`src/rtl/accel_stream_arbiter_if.sv`:
```
// accel_stream_arbiter_if: source streams, accelerator stream and status of the stream arbiter
interface accel_stream_arbiter_if #(
    parameter int NUM_SRC    = 4,
    parameter int DATA_WIDTH = 32
);
    logic [NUM_SRC-1:0]            src_req;
    logic [NUM_SRC*DATA_WIDTH-1:0] src_tdata;
    logic [NUM_SRC-1:0]            src_tvalid;
    logic [NUM_SRC-1:0]            src_tlast;
    logic [NUM_SRC-1:0]            src_tready;
    logic [NUM_SRC-1:0]            src_grant;
    logic [DATA_WIDTH-1:0]         m_axis_tdata;
    logic                          m_axis_tvalid;
    logic                          m_axis_tready;
    logic                          m_axis_tlast;
    logic [$clog2(NUM_SRC)-1:0]    m_axis_tid;
    logic                          accel_start;
    logic [NUM_SRC-1:0]            err_flags;
    logic                          err_clear;
    modport master (
        input  src_req, src_tdata, src_tvalid, src_tlast, m_axis_tready, err_clear,
        output src_tready, src_grant, m_axis_tdata, m_axis_tvalid, m_axis_tlast, m_axis_tid,
               accel_start, err_flags
    );
    modport slave (
        output src_req, src_tdata, src_tvalid, src_tlast, m_axis_tready, err_clear,
        input  src_tready, src_grant, m_axis_tdata, m_axis_tvalid, m_axis_tlast, m_axis_tid,
               accel_start, err_flags
    );
endinterface

```
`src/rtl/accel_stream_arbiter.sv`:
```
// accel_stream_arbiter: packet-granular round-robin sharing of one AXI-Stream port,
// with per-packet start pulse, source tagging, beat limit and stall watchdog.
module accel_stream_arbiter #(
    parameter int NUM_SRC    = 4,
    parameter int DATA_WIDTH = 32,
    parameter int MAX_BEATS  = 16,
    parameter int TIMEOUT    = 64
) (
    input logic                 clk,
    input logic                 rst,
    accel_stream_arbiter_if.master bus
);
    localparam int IW = $clog2(NUM_SRC);
    localparam int BW = $clog2(MAX_BEATS) + 1;
    localparam int WW = $clog2(TIMEOUT) + 1;

    typedef enum logic [1:0] {IDLE, GRANT, STREAM, ABORT} state_t;

    state_t             state_q, state_d;
    logic [IW-1:0]      rr_ptr_q, rr_ptr_d, tid_q, tid_d, winner, next_ptr;
    logic [NUM_SRC-1:0] grant_q, grant_d, err_flags_q, err_flags_d;
    logic [BW-1:0]      beat_cnt_q, beat_cnt_d;
    logic [WW-1:0]      wdog_q, wdog_d;
    logic               accel_start_q, accel_start_d;
    logic               streaming, valid, beat, last;
    logic [DATA_WIDTH-1:0] tdata;

    // Scanning downward leaves the first requester at or after ptr as the winner.
    function automatic logic [IW-1:0] pick(input logic [NUM_SRC-1:0] req, input logic [IW-1:0] ptr);
        logic [IW:0] idx;
        pick = ptr;
        for (int i = NUM_SRC - 1; i >= 0; i--) begin
            idx = {1'b0, ptr} + (IW+1)'(i);
            idx = idx >= (IW+1)'(NUM_SRC) ? idx - (IW+1)'(NUM_SRC) : idx;
            pick = req[idx[IW-1:0]] ? idx[IW-1:0] : pick;
        end
    endfunction

    always_comb begin
        tdata = '0;
        for (int i = 0; i < NUM_SRC; i++)
            tdata = tid_q == IW'(i) ? bus.src_tdata[i*DATA_WIDTH +: DATA_WIDTH] : tdata;
    end

    assign winner    = pick(bus.src_req, rr_ptr_q);
    assign next_ptr  = tid_q == IW'(NUM_SRC - 1) ? '0 : tid_q + 1'b1;
    assign streaming = state_q == STREAM;
    assign valid     = streaming & bus.src_tvalid[tid_q];
    assign beat      = valid & bus.m_axis_tready;
    assign last      = bus.src_tlast[tid_q] | (beat_cnt_q == BW'(MAX_BEATS - 1));

    assign bus.m_axis_tdata  = streaming ? tdata : '0;
    assign bus.m_axis_tvalid = valid;
    assign bus.m_axis_tlast  = streaming & last;
    assign bus.m_axis_tid    = tid_q;
    assign bus.src_tready    = streaming && bus.m_axis_tready ? grant_q : '0;
    assign bus.src_grant     = grant_q;
    assign bus.accel_start   = accel_start_q;
    assign bus.err_flags     = err_flags_q;

    always_comb begin
        state_d       = state_q;
        rr_ptr_d      = rr_ptr_q;
        tid_d         = tid_q;
        grant_d       = grant_q;
        beat_cnt_d    = beat_cnt_q;
        wdog_d        = wdog_q;
        err_flags_d   = err_flags_q;
        accel_start_d = 1'b0;
        if (state_q == IDLE && |bus.src_req) begin
            state_d       = GRANT;
            tid_d         = winner;
            grant_d       = NUM_SRC'(1) << winner;
            accel_start_d = 1'b1;
        end
        if (state_q == GRANT) begin
            state_d    = STREAM;
            beat_cnt_d = '0;
            wdog_d     = '0;
        end
        if (beat) begin
            beat_cnt_d = beat_cnt_q + 1'b1;
            wdog_d     = '0;
            state_d    = last ? IDLE : state_d;
            grant_d    = last ? '0 : grant_d;
            rr_ptr_d   = last ? next_ptr : rr_ptr_d;
            err_flags_d = last && !bus.src_tlast[tid_q] ? err_flags_q | grant_q : err_flags_d;
        end
        if (streaming && !beat) begin
            wdog_d  = wdog_q + 1'b1;
            state_d = wdog_q == WW'(TIMEOUT - 1) ? ABORT : state_d;
        end
        if (state_q == ABORT) begin
            state_d     = IDLE;
            err_flags_d = err_flags_q | grant_q;
            grant_d     = '0;
            rr_ptr_d    = next_ptr;
        end
        err_flags_d = bus.err_clear ? '0 : err_flags_d;
    end

    always_ff @(posedge clk) begin
        if (rst) begin
            state_q       <= IDLE;
            rr_ptr_q      <= '0;
            tid_q         <= '0;
            grant_q       <= '0;
            beat_cnt_q    <= '0;
            wdog_q        <= '0;
            err_flags_q   <= '0;
            accel_start_q <= 1'b0;
        end else begin
            state_q       <= state_d;
            rr_ptr_q      <= rr_ptr_d;
            tid_q         <= tid_d;
            grant_q       <= grant_d;
            beat_cnt_q    <= beat_cnt_d;
            wdog_q        <= wdog_d;
            err_flags_q   <= err_flags_d;
            accel_start_q <= accel_start_d;
        end
    end
endmodule

```
`src/flat_wrapper.sv`:
```
// flat-port wrapper written by rule: the top's interface ports become plain ports
module accel_stream_arbiter_flat 
#(
    parameter int NUM_SRC    = 4,
    parameter int DATA_WIDTH = 32,
    parameter int MAX_BEATS  = 16,
    parameter int TIMEOUT    = 64
)
  (clk, rst, bus_src_req, bus_src_tdata, bus_src_tvalid, bus_src_tlast, bus_m_axis_tready, bus_err_clear, bus_src_tready, bus_src_grant, bus_m_axis_tdata, bus_m_axis_tvalid, bus_m_axis_tlast, bus_m_axis_tid, bus_accel_start, bus_err_flags);
  accel_stream_arbiter_if #(.NUM_SRC(NUM_SRC), .DATA_WIDTH(DATA_WIDTH)) bus_i ();
  input logic clk;
  input logic rst;
  input wire logic [$bits(bus_i.src_req)-1:0] bus_src_req;
  input wire logic [$bits(bus_i.src_tdata)-1:0] bus_src_tdata;
  input wire logic [$bits(bus_i.src_tvalid)-1:0] bus_src_tvalid;
  input wire logic [$bits(bus_i.src_tlast)-1:0] bus_src_tlast;
  input wire logic [$bits(bus_i.m_axis_tready)-1:0] bus_m_axis_tready;
  input wire logic [$bits(bus_i.err_clear)-1:0] bus_err_clear;
  output wire logic [$bits(bus_i.src_tready)-1:0] bus_src_tready;
  output wire logic [$bits(bus_i.src_grant)-1:0] bus_src_grant;
  output wire logic [$bits(bus_i.m_axis_tdata)-1:0] bus_m_axis_tdata;
  output wire logic [$bits(bus_i.m_axis_tvalid)-1:0] bus_m_axis_tvalid;
  output wire logic [$bits(bus_i.m_axis_tlast)-1:0] bus_m_axis_tlast;
  output wire logic [$bits(bus_i.m_axis_tid)-1:0] bus_m_axis_tid;
  output wire logic [$bits(bus_i.accel_start)-1:0] bus_accel_start;
  output wire logic [$bits(bus_i.err_flags)-1:0] bus_err_flags;
  assign bus_i.src_req = bus_src_req;
  assign bus_i.src_tdata = bus_src_tdata;
  assign bus_i.src_tvalid = bus_src_tvalid;
  assign bus_i.src_tlast = bus_src_tlast;
  assign bus_i.m_axis_tready = bus_m_axis_tready;
  assign bus_i.err_clear = bus_err_clear;
  assign bus_src_tready = bus_i.src_tready;
  assign bus_src_grant = bus_i.src_grant;
  assign bus_m_axis_tdata = bus_i.m_axis_tdata;
  assign bus_m_axis_tvalid = bus_i.m_axis_tvalid;
  assign bus_m_axis_tlast = bus_i.m_axis_tlast;
  assign bus_m_axis_tid = bus_i.m_axis_tid;
  assign bus_accel_start = bus_i.accel_start;
  assign bus_err_flags = bus_i.err_flags;
  accel_stream_arbiter #(.NUM_SRC(NUM_SRC), .DATA_WIDTH(DATA_WIDTH), .MAX_BEATS(MAX_BEATS), .TIMEOUT(TIMEOUT)) u_core (.clk(clk), .rst(rst), .bus(bus_i));
endmodule
```
`config.mk`:
```
export PLATFORM = sky130hd
export DESIGN_NAME = accel_stream_arbiter_flat
export DESIGN_NICKNAME = d
export VERILOG_FILES = /design/src/rtl/accel_stream_arbiter_if.sv /design/src/rtl/accel_stream_arbiter.sv /design/src/flat_wrapper.sv
export SDC_FILE = /design/constraint.sdc
export NUM_CORES = 1
export LEC_CHECK = 0
export BUFFER_PORTS_ARGS = -buffer_cell sky130_fd_sc_hd__buf_2
export CAP_MARGIN = 20
export CORE_ASPECT_RATIO = 0.6
export CORE_UTILIZATION = 44
export CTS_CLUSTER_SIZE = 14
export DETAILED_ROUTE_END_ITERATION = 16
export PLACE_DENSITY = 0.92
export SYNTH_ARGS = -nofsm -noshare
export SYNTH_HDL_FRONTEND = slang
export SYNTH_SLANG_ARGS = --single-unit
```
`constraint.sdc`:
```
create_clock -name clk -period 3.7 [get_ports clk]
set_clock_uncertainty 0.2 [all_clocks]
set_input_delay 0.555 -clock clk [delete_from_list [all_inputs] [get_ports clk]]
set_output_delay 0.555 -clock clk [all_outputs]
set_load 0.01 [all_outputs]
```
### After elaboration in Yosys (flattened, before gate mapping)

Index checks and enable logic that the tools add are counted.

* $add $sub $neg: 10
* magnitude comparators: 9
* equality and inequality tests: 8
* shift operators: 1
* multiplexer cells: 48
* bitwise gates (word level): 5
* reductions and logical operators: 18

Operators with widths (count)
* $mux W32: 5
* $mux W2: 18
* $mux W4: 7
* $mux W7: 3
* $lt A2 B3 Y1 const B: 5
* $bmux W1 S2: 6
* $mux W5: 2
* $ge A3 B3 Y1 const B: 3
* $eq A2 B2 Y1 const B: 4
* $reduce_bool A2 Y1: 4
* $sub A2 B1 Y2 const B: 4
* $add A7 B1 Y7 const B: 1
* $eq A7 B6 Y1 const B: 1
* $mux W1: 7
* $add A2 B2 Y3 const B: 2
* $add A5 B1 Y5 const B: 1
* $eq A5 B4 Y1 const B: 1
* $eq A2 B1 Y1 const B: 2
* $logic_and A1 B1 Y1: 4
* $logic_not A2 Y1: 2
* $or A4 B4 Y4: 1
* $reduce_and A2 Y1: 2
* $reduce_or A2 Y1: 2
* $reduce_or A4 Y1: 1
* other kinds (8): 11

* flip-flop bits (word level): 27
* input bits: 144
* output and inout port bits: 49
* logic and storage cells: 107

### Logic depth before layout (Yosys ltp)

Gate-level depths: netlist of the first run.

* depth in word-level cells: 13
* mapped depth: 9
* gate-level depth less buffers: 7

### Worst setup path before layout of the first run

OpenSTA, ideal clock, no wires.

* kind: reg2out
* from: register u_core.tid_q[0], in the netlist u_core.bus.m_axis_tid[0]
* to: output bus_m_axis_tdata[10]
* data arrival time: 1.945 ns
* data required time: 2.945 ns
* setup slack: 1.000 ns
* stages on the path, launching flop included: 9
* path buffers: 3
* path through: dfxtp_1 -> ha_1 -> clkbuf_1 -> buf_2 -> buf_1 -> a221oi_1 -> nor3_1 -> a21oi_1 -> nor2_1

* cells in the longest elaborated chain, start to end: 6
* elaborated cells between the ends (all ways): 9
* classes of those cells: eq/ne: 3; mux: 5; reduce/logical: 1

RTL lines
* start: declaration: RTL line accel_stream_arbiter.sv:20 `logic [IW-1:0] rr_ptr_q, rr_ptr_d, tid_q, tid_d, winner, next_ptr;`
* start signal: assignment: RTL line accel_stream_arbiter.sv:115 `tid_q <= tid_d;`
* $logic_not A2 Y1: RTL line accel_stream_arbiter.sv:42 `tdata = tid_q == IW'(i) ? bus.src_tdata[i*DATA_WIDTH +: DATA_WIDTH] : tdata;`
* $mux W32 (3 in series): RTL line accel_stream_arbiter.sv:42
* $mux W32 (*): RTL line accel_stream_arbiter.sv:42
* $mux W32 (*): RTL line accel_stream_arbiter.sv:52 `assign bus.m_axis_tdata = streaming ? tdata : '0;`
* end: declaration: RTL line flat_wrapper.sv:21 `output wire logic [$bits(bus_i.m_axis_tdata)-1:0] bus_m_axis_tdata;`

Mark *: on every way between the ends. The rest lies on a longest branch, timed or not.

### Worst setup path in the final report of the first run

* from: register u_core.tid_q[0], in the netlist u_core.bus.m_axis_tid[0]
* to: output bus_m_axis_tdata[8]

The elaborated chain is that of the path after synthesis.

==> impl_metrics.env, run 1 <==
export IMPL_cts_tree="built"
export IMPL_synth_top_family_by_area="simple AND/OR/NAND/NOR gates"
export IMPL_cts_clk_slew_worst_paths_ns=0.09
export IMPL_slowest_stage="dfxtp_1"
export IMPL_power_mw=0.927
export IMPL_crit_path_max_incr_delay_ns=0.56
export IMPL_switching_power_mw=0.339
export IMPL_hold_viol_final=0
export IMPL_reg2reg_slack_ns=1.28
export IMPL_end_kind="output port"
export IMPL_holdWs_ns=0.288
export IMPL_root_buffer="clkbuf_8"
export IMPL_synth_fa_ha_area_share_pct=3.36
export IMPL_min_period_ns=3.22
export IMPL_drv_cap=0
export IMPL_setup_tns_ns=0
export IMPL_nNetsFinal=703
export IMPL_postCtsSetupRepairBufs=0
export IMPL_rows=21
export IMPL_grt_pass1_wl_um=12600
export IMPL_syn_area_sq_mm=0.00261
export IMPL_cts_sinks=27
export IMPL_slew_limit_headroom_pct=51.0
export IMPL_synth_compound_area_share_pct=25.5
export IMPL_total_leakage_power_nw=1.76
export IMPL_layout_setup_ws_ns=0.478
export IMPL_ir_worst_vdd_mv=0.178
export IMPL_synth_avg_cell_area_sq_um=6.79
export IMPL_track_usage_pct=25.4
export IMPL_dieWidth_um=101
export IMPL_fillerInstances=494
export IMPL_start_util_pct=46.2
export IMPL_synthTopCellsByArea="dfxtp_1, nor2b_1, a221oi_1"
export IMPL_path_class="register to output port"
export IMPL_power_internal_mw=0.588
export IMPL_syn_inst=384
export IMPL_cts_buffers=3
export IMPL_rsz0062_at_grt="no"
export IMPL_dp_slack_ns=0.536
export IMPL_grt_pass1_vias=2820
export IMPL_worst_slew_pin_slew_ns=0.733
export IMPL_dp_cells=626
export IMPL_core_area_sq_mm=0.00565
export IMPL_drive_gt1_share_pct=37.7
export IMPL_drt_iter0_markers=230
export IMPL_post_route_period_util_pct=87.1
export IMPL_io_pins=193
export IMPL_yosysSeqAreaShare_pct=20.7
export IMPL_diodes=0
export IMPL_switching_share_pct=36.5
export IMPL_routabilityCongestion=0.806
export IMPL_finalNonFillerCells=631
export IMPL_seqPwrFrac_pct=34.4
export IMPL_wl_um=8550
export IMPL_finalMaxSlewViolations=0
export IMPL_crit_chain="ha_4 -> buf_4 -> nor2b_1 -> a221oi_1 -> nor3_1 -> a21oi_1 -> nor2_1 -> buf_2"
export IMPL_critPathMaxFanout=42
export IMPL_drc=0
export IMPL_synth_seq_cells=27
export IMPL_viasPerCell=5.53
export IMPL_io_buffers=192
export IMPL_postLayoutCellArea_sq_mm=0.00365
export IMPL_synth_simple_area_share_pct=41.1
export IMPL_synth_top_area_share_pct=20.7
export IMPL_synth_distinct_cells=39
export IMPL_yosysTopAreaCell="dfxtp_1"
export IMPL_ys_warn_count=0
export IMPL_synth_mux_area_share_pct=2.88
export IMPL_antenna_left=0
export IMPL_postPlaceCellArea_sq_mm=0.00358
export IMPL_vias=3492
export IMPL_die_h_um=61.6
export IMPL_antenna_found_initial=0
export IMPL_clkLatencyLatePin_ns=0.27
export IMPL_first_pass_iters=5
export IMPL_hpwlAfterDp_um=6710
export IMPL_area_growth_syn_to_layout_pct=40.1
export IMPL_critPathLaunchType="register"
export IMPL_combPwrFrac_pct=48.0
export IMPL_h_tree_depth=1
export IMPL_clockBufferDepth=2
export IMPL_synth_nets=535
export IMPL_utilization_pct=64.7
export IMPL_cts_hold_fix_buffers=0
export IMPL_grt_max_degree=43
export IMPL_hold_path_class="register to register"
export IMPL_critPathRequiredTime_ns=2.94
export IMPL_synth_xor_area_share_pct=0.336
export IMPL_status="finished, final reports clean"
export IMPL_setup_viol=0
export IMPL_post_drt_wl_per_cell_um=13.6
export IMPL_pwr_share_clk_pct=17.6
export IMPL_grt_ovfl_total=0
export IMPL_die_area_sq_mm=0.00625
export IMPL_arrival_ns=2.47
export IMPL_max_freq_mhz=310
export IMPL_powerDensity_mw_per_mm2=254
[power by group through the flow]
stage / Clock [mW] / Sequential (mW) / Combinational [mW]
floorplan: 0 / 0.324 / 0.279
global placement: 0 / 0.324 / 0.422
detailed placement: 0 / 0.325 / 0.433
CTS: 0.167 / 0.318 / 0.436
global route: 0.179 / 0.322 / 0.500
finish: 0.163 / 0.319 / 0.444
[layout by cell type (no fill, tap or decap), types with 2 or more instances in the layout]
master,n
mux2i_1,3
inv_1,6
clkbuf_8,3
a221oi_1,32
o21ai_1,8
nand3b_1,2
or3_1,3
dfxtp_1,27
nand3_1,7
o311ai_1,2
buf_2,192
a211o_1,3
nor3_1,40
ha_2,2
mux4_2,2
buf_4,3
nor2_1,49
and3_1,7
a31oi_1,2
ha_1,4
nand2_1,14
nor2b_1,70
a21oi_1,48
nand2b_1,3
[cell usage after synthesis (all sizes together)]
cell type,count
or2,1
dfxtp,27
nand4,1
o311ai,2
or3,3
inv,6
clkbuf,29
nor2,49
o221ai,1
nor2b,70
nand3,8
o21ai,10
a221oi,32
a211o,3
nor3,40
nor3b,1
buf,5
mux2i,3
nand2b,3
a21oi,48
a31oi,2
nor4,1
xnor2,1
and2,1
a311oi,1
ha,7
or3b,1
nand2,14
o41ai,1
mux4,2
nor4b,1
nand3b,2
and3,7
a22oi,1
[worst paths after layout]
check	from	to	cells after the start
hold reg to reg	u_core.wdog_q[2]	u_core.wdog_q[2]	1
hold / removal	u_core.wdog_q[2]	u_core.wdog_q[2]	1
setup reg to reg	u_core.state_q[1]	u_core.bus.err_flags[3]	5
setup / recovery	u_core.bus.m_axis_tid[0]	bus_m_axis_tdata[8]	8
[final cells by class]
| class | count | area (sq um) | area share, % |
|---|---|---|---|
| clock buffers | 4 | 45.0 | 1.23 |
| flip-flops and latches | 27 | 541 | 14.8 |
| repair buffers | 197 | 1020 | 27.9 |
| multi-input cells | 317 | 1930 | 52.7 |
| inverters | 6 | 22.5 | 0.617 |
| well taps | 80 | 100 | 2.74 |
[worst max-delay path: cells and delay by family, from the launching register on]
family                   cells  cell delay (ns)
AO/OA/AOI/OAI                2             0.48
adder cells (fa/ha/maj)      1             0.46
buffers and inverters        2             0.48
flip-flops                   1             0.56
AND/OR/NAND/NOR              3             0.22
[flip-flops by register name, indices dropped and copies added (netlist names)]
signal and cells:
u_core.wdog_q 7, u_core.beat_cnt_q 5, u_core.bus.err_flags 4, u_core.bus.src_grant 4, u_core.bus.m_axis_tid 2, u_core.rr_ptr_q 2, u_core.state_q 2, u_core.bus.accel_start 1
[timing repair]
action	CTS	global route
resized for setup	0	1
hold endpoints to repair	0	0
setup endpoints to repair	0	1
[cell families (layout without fill, tap and decap cells)]
group	count (synthesis)	after routing
compound gates	101	101
xor+xnor	1	1
fa+ha+maj	7	7
buf+inv	40	207
flops	27	27
mux	5	5
simple gates	203	203
[layer usage]
| layer | GRT usage [%] | wire (um) |
|---|---|---|
| met1 | 33.0 | 3770 |
| met2 | 45.6 | 4150 |
| met3 | 3.06 | 539 |
| met4 | 6.42 | 100 |
| met5 | 0 | 0 |
No activity file was read; power rests on OpenSTA's default activity.
==> inputs of run 2 (changes only) <==
--- a/config.mk
+++ b/config.mk
@@ -11,7 +11,7 @@
 export CORE_UTILIZATION = 44
 export CTS_CLUSTER_SIZE = 14
 export DETAILED_ROUTE_END_ITERATION = 16
-export PLACE_DENSITY = 0.92
+export PLACE_DENSITY = 0.9
 export SYNTH_ARGS = -nofsm -noshare
 export SYNTH_HDL_FRONTEND = slang
 export SYNTH_SLANG_ARGS = --single-unit
==> run 2 against run 1 <==
Largest power group unchanged. Critical endpoint is now bus_m_axis_tdata[0]. First-iteration DRC count decreased by 31%. Sequential cell count unchanged. Power increased by 0.40%. Non-clock buffer count unchanged. Utilization increased by 0.066 points. Global-route usage decreased by 1.4 points. Worst hold slack got worse by 0.0086 ns. Sequential power about the same. Routed wire length decreased by 3.6%.
==> impl_metrics.env, run 2 (synthesized netlist as in run 1, its figures left out) <==
export IMPL_routabilityCongestion=0.793
export IMPL_area_growth_syn_to_layout_pct=40.2
export IMPL_post_route_period_util_pct=85.5
export IMPL_mostFrequentLayoutCell="buf_2"
export IMPL_cts_tree="built"
export IMPL_grt_max_degree=63
export IMPL_clockBufferDepth=2
export IMPL_die_h_um=61.6
export IMPL_clkLatencyLatePin_ns=0.27
export IMPL_postCtsSetupRepairBufs=0
export IMPL_io_pins=193
export IMPL_worst_slew_pin_slew_ns=0.946
export IMPL_crit_start="u_core.bus.m_axis_tid[0]"
export IMPL_viasPerCell=5.42
export IMPL_antenna_found_initial=0
export IMPL_cts_sinks=27
export IMPL_h_tree_depth=1
export IMPL_grt_ovfl_total=0
export IMPL_grt_pass1_wl_um=11900
export IMPL_r2r_start="u_core.state_q[1]"
export IMPL_start_util_pct=46.2
export IMPL_cts_buffers=3
export IMPL_path_class="register to output port"
export IMPL_rsz0062_at_grt="no"
export IMPL_vias=3423
export IMPL_post_drt_wl_per_cell_um=13.1
export IMPL_antenna_left=0
export IMPL_status="finished, final reports clean"
export IMPL_crit_end="bus_m_axis_tdata[0]"
export IMPL_rows=21
export IMPL_fillerInstances=499
export IMPL_hold_viol_final=0
export IMPL_dieWidth_um=101
export IMPL_min_period_ns=3.16
export IMPL_multi_input_area_sq_mm=0.00192
export IMPL_reg2reg_slack_ns=1.21
export IMPL_arrival_ns=2.41
export IMPL_root_buffer="clkbuf_8"
export IMPL_die_area_sq_mm=0.00625
export IMPL_utilization_pct=64.7
export IMPL_finalMaxSlewViolations=0
export IMPL_first_pass_iters=5
export IMPL_seq_area_sq_um=541
export IMPL_slew_limit_headroom_pct=37.0
export IMPL_track_usage_pct=23.9
export IMPL_most_common_layout_cells="buf_2, nor2b_1, nor2_1"
export IMPL_hpwlAfterDp_um=6400
export IMPL_worstReg2RegEnd="u_core.bus.err_flags[0]"
export IMPL_critPathMaxFanout=42
export IMPL_cts_clk_slew_worst_paths_ns=0.09
export IMPL_largest_registers="u_core.wdog_q x7, u_core.beat_cnt_q x5"
export IMPL_cts_hold_fix_buffers=0
export IMPL_reg2reg_depth=5
export IMPL_critPathRequiredTime_ns=2.94
export IMPL_hold_path_class="register to register"
export IMPL_wl_um=8250
export IMPL_powerDensity_mw_per_mm2=255
export IMPL_cts_resized_gates=0
export IMPL_critPathLaunchType="register"
export IMPL_end_kind="output port"
export IMPL_drt_iter0_markers=159
export IMPL_setup_viol=0
export IMPL_max_freq_mhz=316
export IMPL_grt_pass1_vias=2723
export IMPL_diodes=0
export IMPL_io_buffers=192
export IMPL_drive_gt1_share_pct=37.9
export IMPL_total_leakage_power_nw=1.76
export IMPL_ir_worst_vdd_mv=0.164
export IMPL_core_area_sq_mm=0.00565
export IMPL_drc=0
export IMPL_regMostFlops="u_core.wdog_q"
export IMPL_setup_tns_ns=0
export IMPL_nNetsFinal=703
export IMPL_drv_cap=0
export IMPL_largest_reg_flops=7
==> run 2: layout make-up <==
type | count | share of cell area, %
Sequential cell | 27 | 14.8
Inverter | 6 | 0.616
Tap cell | 80 | 2.74
Clock buffer | 3 | 1.13
Timing Repair Buffer | 197 | 28.2
Multi-Input combinational cell | 317 | 52.4
Clock inverter | 1 | 0.137
==> run 2: routing by layer <==
metal,up-vias,part of all wire (%),global-route usage [%]
met3,6,7.0,3.75
li1,1718,-,-
met4,0,0.35,3.52
met5,-,0,0
met2,144,47,41.2
met1,1555,46,32.8
==> run 2: how the worst min path moves through the flow <==
stage / start / to / cells past startpoint
3_3_place_gp: u_core.wdog_q[2] / u_core.wdog_q[2] / 1
4_1_cts: bus_err_clear / u_core.bus.err_flags[2] / 2
6_report: u_core.bus.src_grant[0] / u_core.bus.src_grant[0] / 2
3_5_place_dp: u_core.wdog_q[2] / u_core.wdog_q[2] / 1
2_1_floorplan: u_core.wdog_q[2] / u_core.wdog_q[2] / 1
5_1_grt: bus_err_clear / u_core.bus.err_flags[3] / 2
==> run 2: per-stage QoR <==
step | cells | area, sq um | hold WS [ns] | total power, mW | setup WS (ns)
after floorplan | 384 | 2610 | 0.236 | 0.603 | 1.00
after global placement | 626 | 3580 | 0.264 | 0.746 | 0.776
after detailed placement | 626 | 3580 | 0.269 | 0.757 | 0.741
after CTS | 630 | 3630 | 0.273 | 0.924 | 0.416
after global routing | 631 | 3660 | 0.280 | 1.01 | 0.280
final | 631 | 3660 | 0.280 | 0.931 | 0.537
==> run 2: critical path, cell delays in order, from the launching register on <==
cell and delay [ns]:
dfxtp_1 0.52, ha_2 0.52, buf_12 0.26, nor2b_1 0.07, a221oi_1 0.27, nor3_1 0.07, a21oi_1 0.20, nor2_1 0.06
buf_2 0.15
==> run 2: power by group <==
| group | internal [mW] | switching (mW) | leakage [nW] |
|---|---|---|---|
| clock | 0.0755 | 0.0910 | 0.0255 |
| sequential | 0.302 | 0.0155 | 0.219 |
| combinational | 0.214 | 0.233 | 1.52 |
| total | 0.592 | 0.339 | 1.76 |
==> inputs of run 3 (changes only) <==
--- a/config.mk
+++ b/config.mk
@@ -12,6 +12,7 @@
 export CTS_CLUSTER_SIZE = 14
 export DETAILED_ROUTE_END_ITERATION = 16
 export PLACE_DENSITY = 0.9
+export REMOVE_ABC_BUFFERS = 1
 export SYNTH_ARGS = -nofsm -noshare
 export SYNTH_HDL_FRONTEND = slang
 export SYNTH_SLANG_ARGS = --single-unit
==> run 3 against run 2 <==
Clock power increased by 11%. Utilization fell by 0.55 points. Cell area shrank 0.86%. Highest routed layer unchanged. Critical path depth did not move. Via count up 0.91%.
==> impl_metrics.env, run 3 (synthesized netlist as in run 1, its figures left out) <==
export IMPL_status="finished, final reports clean"
export IMPL_crit_end="bus_m_axis_tdata[16]"
export IMPL_slowest_stage="dfxtp_1"
export IMPL_path_depth=8
export IMPL_min_period_ns=3.33
export IMPL_postCtsSetupRepairBufs=0
export IMPL_die_area_sq_mm=0.00625
export IMPL_worst_path_buf_inv=2
export IMPL_cts_clk_slew_worst_paths_ns=0.11
export IMPL_critPathRequiredTime_ns=2.94
export IMPL_worstReg2RegEnd="u_core.bus.err_flags[1]"
export IMPL_path_class="register to output port"
export IMPL_dp_slack_ns=0.736
export IMPL_power_mw=0.948
export IMPL_max_freq_mhz=300
export IMPL_area_growth_syn_to_layout_pct=39.0
export IMPL_drt_iter0_markers=202
export IMPL_antenna_left=0
export IMPL_vias=3454
export IMPL_utilization_pct=64.2
export IMPL_crit_path_max_incr_delay_ns=0.56
export IMPL_regMostFlops="u_core.wdog_q"
export IMPL_root_buffer="clkbuf_8"
export IMPL_slew_limit_headroom_pct=30.1
export IMPL_h_tree_depth=1
export IMPL_dieWidth_um=101
export IMPL_crit_start="u_core.bus.m_axis_tid[0]"
export IMPL_cp_top_family="buffers and inverters"
export IMPL_total_leakage_power_nw=1.75
export IMPL_finalMaxSlewViolations=0
export IMPL_multi_input_area_sq_mm=0.00191
export IMPL_hpwlAfterDp_um=7310
export IMPL_layout_setup_ws_ns=0.365
export IMPL_io_buffers=192
export IMPL_setup_viol=0
export IMPL_start_util_pct=46.2
export IMPL_crit_chain="ha_2 -> buf_4 -> nor2b_1 -> a221oi_1 -> nor3_1 -> a21oi_1 -> nor2_1 -> buf_2"
export IMPL_clkLatencyLatePin_ns=0.29
export IMPL_viasPerCell=5.47
export IMPL_end_kind="output port"
export IMPL_clockBufferDepth=2
export IMPL_critPathLaunchType="register"
export IMPL_post_route_period_util_pct=90.1
export IMPL_powerDensity_mw_per_mm2=262
export IMPL_reg2reg_slack_ns=1.23
export IMPL_wl_um=9400
export IMPL_reg2reg_depth=5
export IMPL_r2r_start="u_core.state_q[1]"
export IMPL_grt_pass1_vias=3093
export IMPL_critPathMaxFanout=64
export IMPL_grt_max_degree=66
export IMPL_die_h_um=61.6
export IMPL_mostFrequentLayoutCell="buf_2"
export IMPL_cts_resized_gates=0
export IMPL_setup_tns_ns=0
export IMPL_drive_gt1_share_pct=37.7
export IMPL_most_common_layout_cells="buf_2, nor2b_1, nor2_1"
export IMPL_drv_cap=0
export IMPL_rsz0062_at_grt="no"
export IMPL_ir_worst_vdd_mv=0.177
export IMPL_cts_hold_fix_buffers=0
export IMPL_largest_registers="u_core.wdog_q x7, u_core.beat_cnt_q x5"
export IMPL_hold_path_class="primary input to register"
export IMPL_hold_viol_final=0
export IMPL_cts_tree="built"
export IMPL_antenna_found_initial=0
export IMPL_drc=0
export IMPL_nNetsFinal=703
export IMPL_postLayoutCellArea_sq_mm=0.00362
export IMPL_rows=21
export IMPL_core_area_sq_mm=0.00565
export IMPL_worst_slew_pin_slew_ns=1.05
export IMPL_post_drt_wl_per_cell_um=14.9
export IMPL_track_usage_pct=28.8
export IMPL_io_pins=193
export IMPL_arrival_ns=2.58
export IMPL_diodes=0
export IMPL_first_pass_iters=4
export IMPL_cts_buffers=3
export IMPL_postPlaceCellArea_sq_mm=0.00357
export IMPL_largest_reg_flops=7
export IMPL_grt_pass1_wl_um=14100
export IMPL_holdPathStages=2
export IMPL_cts_sinks=27
export IMPL_fillerInstances=516
export IMPL_grt_ovfl_total=0
export IMPL_seq_area_sq_um=541
export IMPL_routabilityCongestion=0.879
run 3: final cells by class:
cell class	count	share of cell area [%]
Timing Repair Buffer	197	27.5
Multi-Input combinational cell	317	52.8
Clock inverter	1	0.242
Tap cell	80	2.76
Clock buffer	3	1.14
Sequential cell	27	14.9
Inverter	6	0.621
run 3: how the worst min path moves through the flow:
| stage | slack, ns | startpoint | endpoint |
|---|---|---|---|
| after floorplan | 0.24 | u_core.wdog_q[2] | u_core.wdog_q[2] |
| after global placement | 0.26 | u_core.wdog_q[2] | u_core.wdog_q[2] |
| after detailed placement | 0.27 | u_core.wdog_q[2] | u_core.wdog_q[2] |
| after CTS | 0.28 | bus_err_clear | u_core.bus.err_flags[0] |
| after global routing | 0.28 | bus_err_clear | u_core.bus.err_flags[3] |
| final | 0.27 | bus_err_clear | u_core.bus.err_flags[0] |
run 3: per-layer routing:
| layer | track usage (%) | wire (um) |
|---|---|---|
| met5 | 0 | 0 |
| met4 | 8.49 | 188 |
| met3 | 7.38 | 712 |
| met2 | 53.2 | 4520 |
| met1 | 33.9 | 3980 |
run 3: report_power, final:
part	switching, mW	leakage [nW]	total (mW)	internal (mW)
registers	0.0170	0.219	0.319	0.302
clock network	0.105	0.0261	0.184	0.0795
logic	0.240	1.51	0.444	0.204
total	0.362	1.75	0.948	0.586
run 3: worst register-to-register path, stage by stage, from the launching register on:
cell     delay (ns)
dfxtp_1        0.48
nor2b_1        0.62
nand3_2        0.36
o21ai_1        0.42
a21oi_1        0.13
nor3_1         0.18
run 3: metrics by stage:
stage               hold WS, ns  std cells
finish                    0.273        631
global route              0.275        631
CTS                       0.276        631
detailed placement        0.270        627
global placement          0.259        627
floorplan                 0.236        350
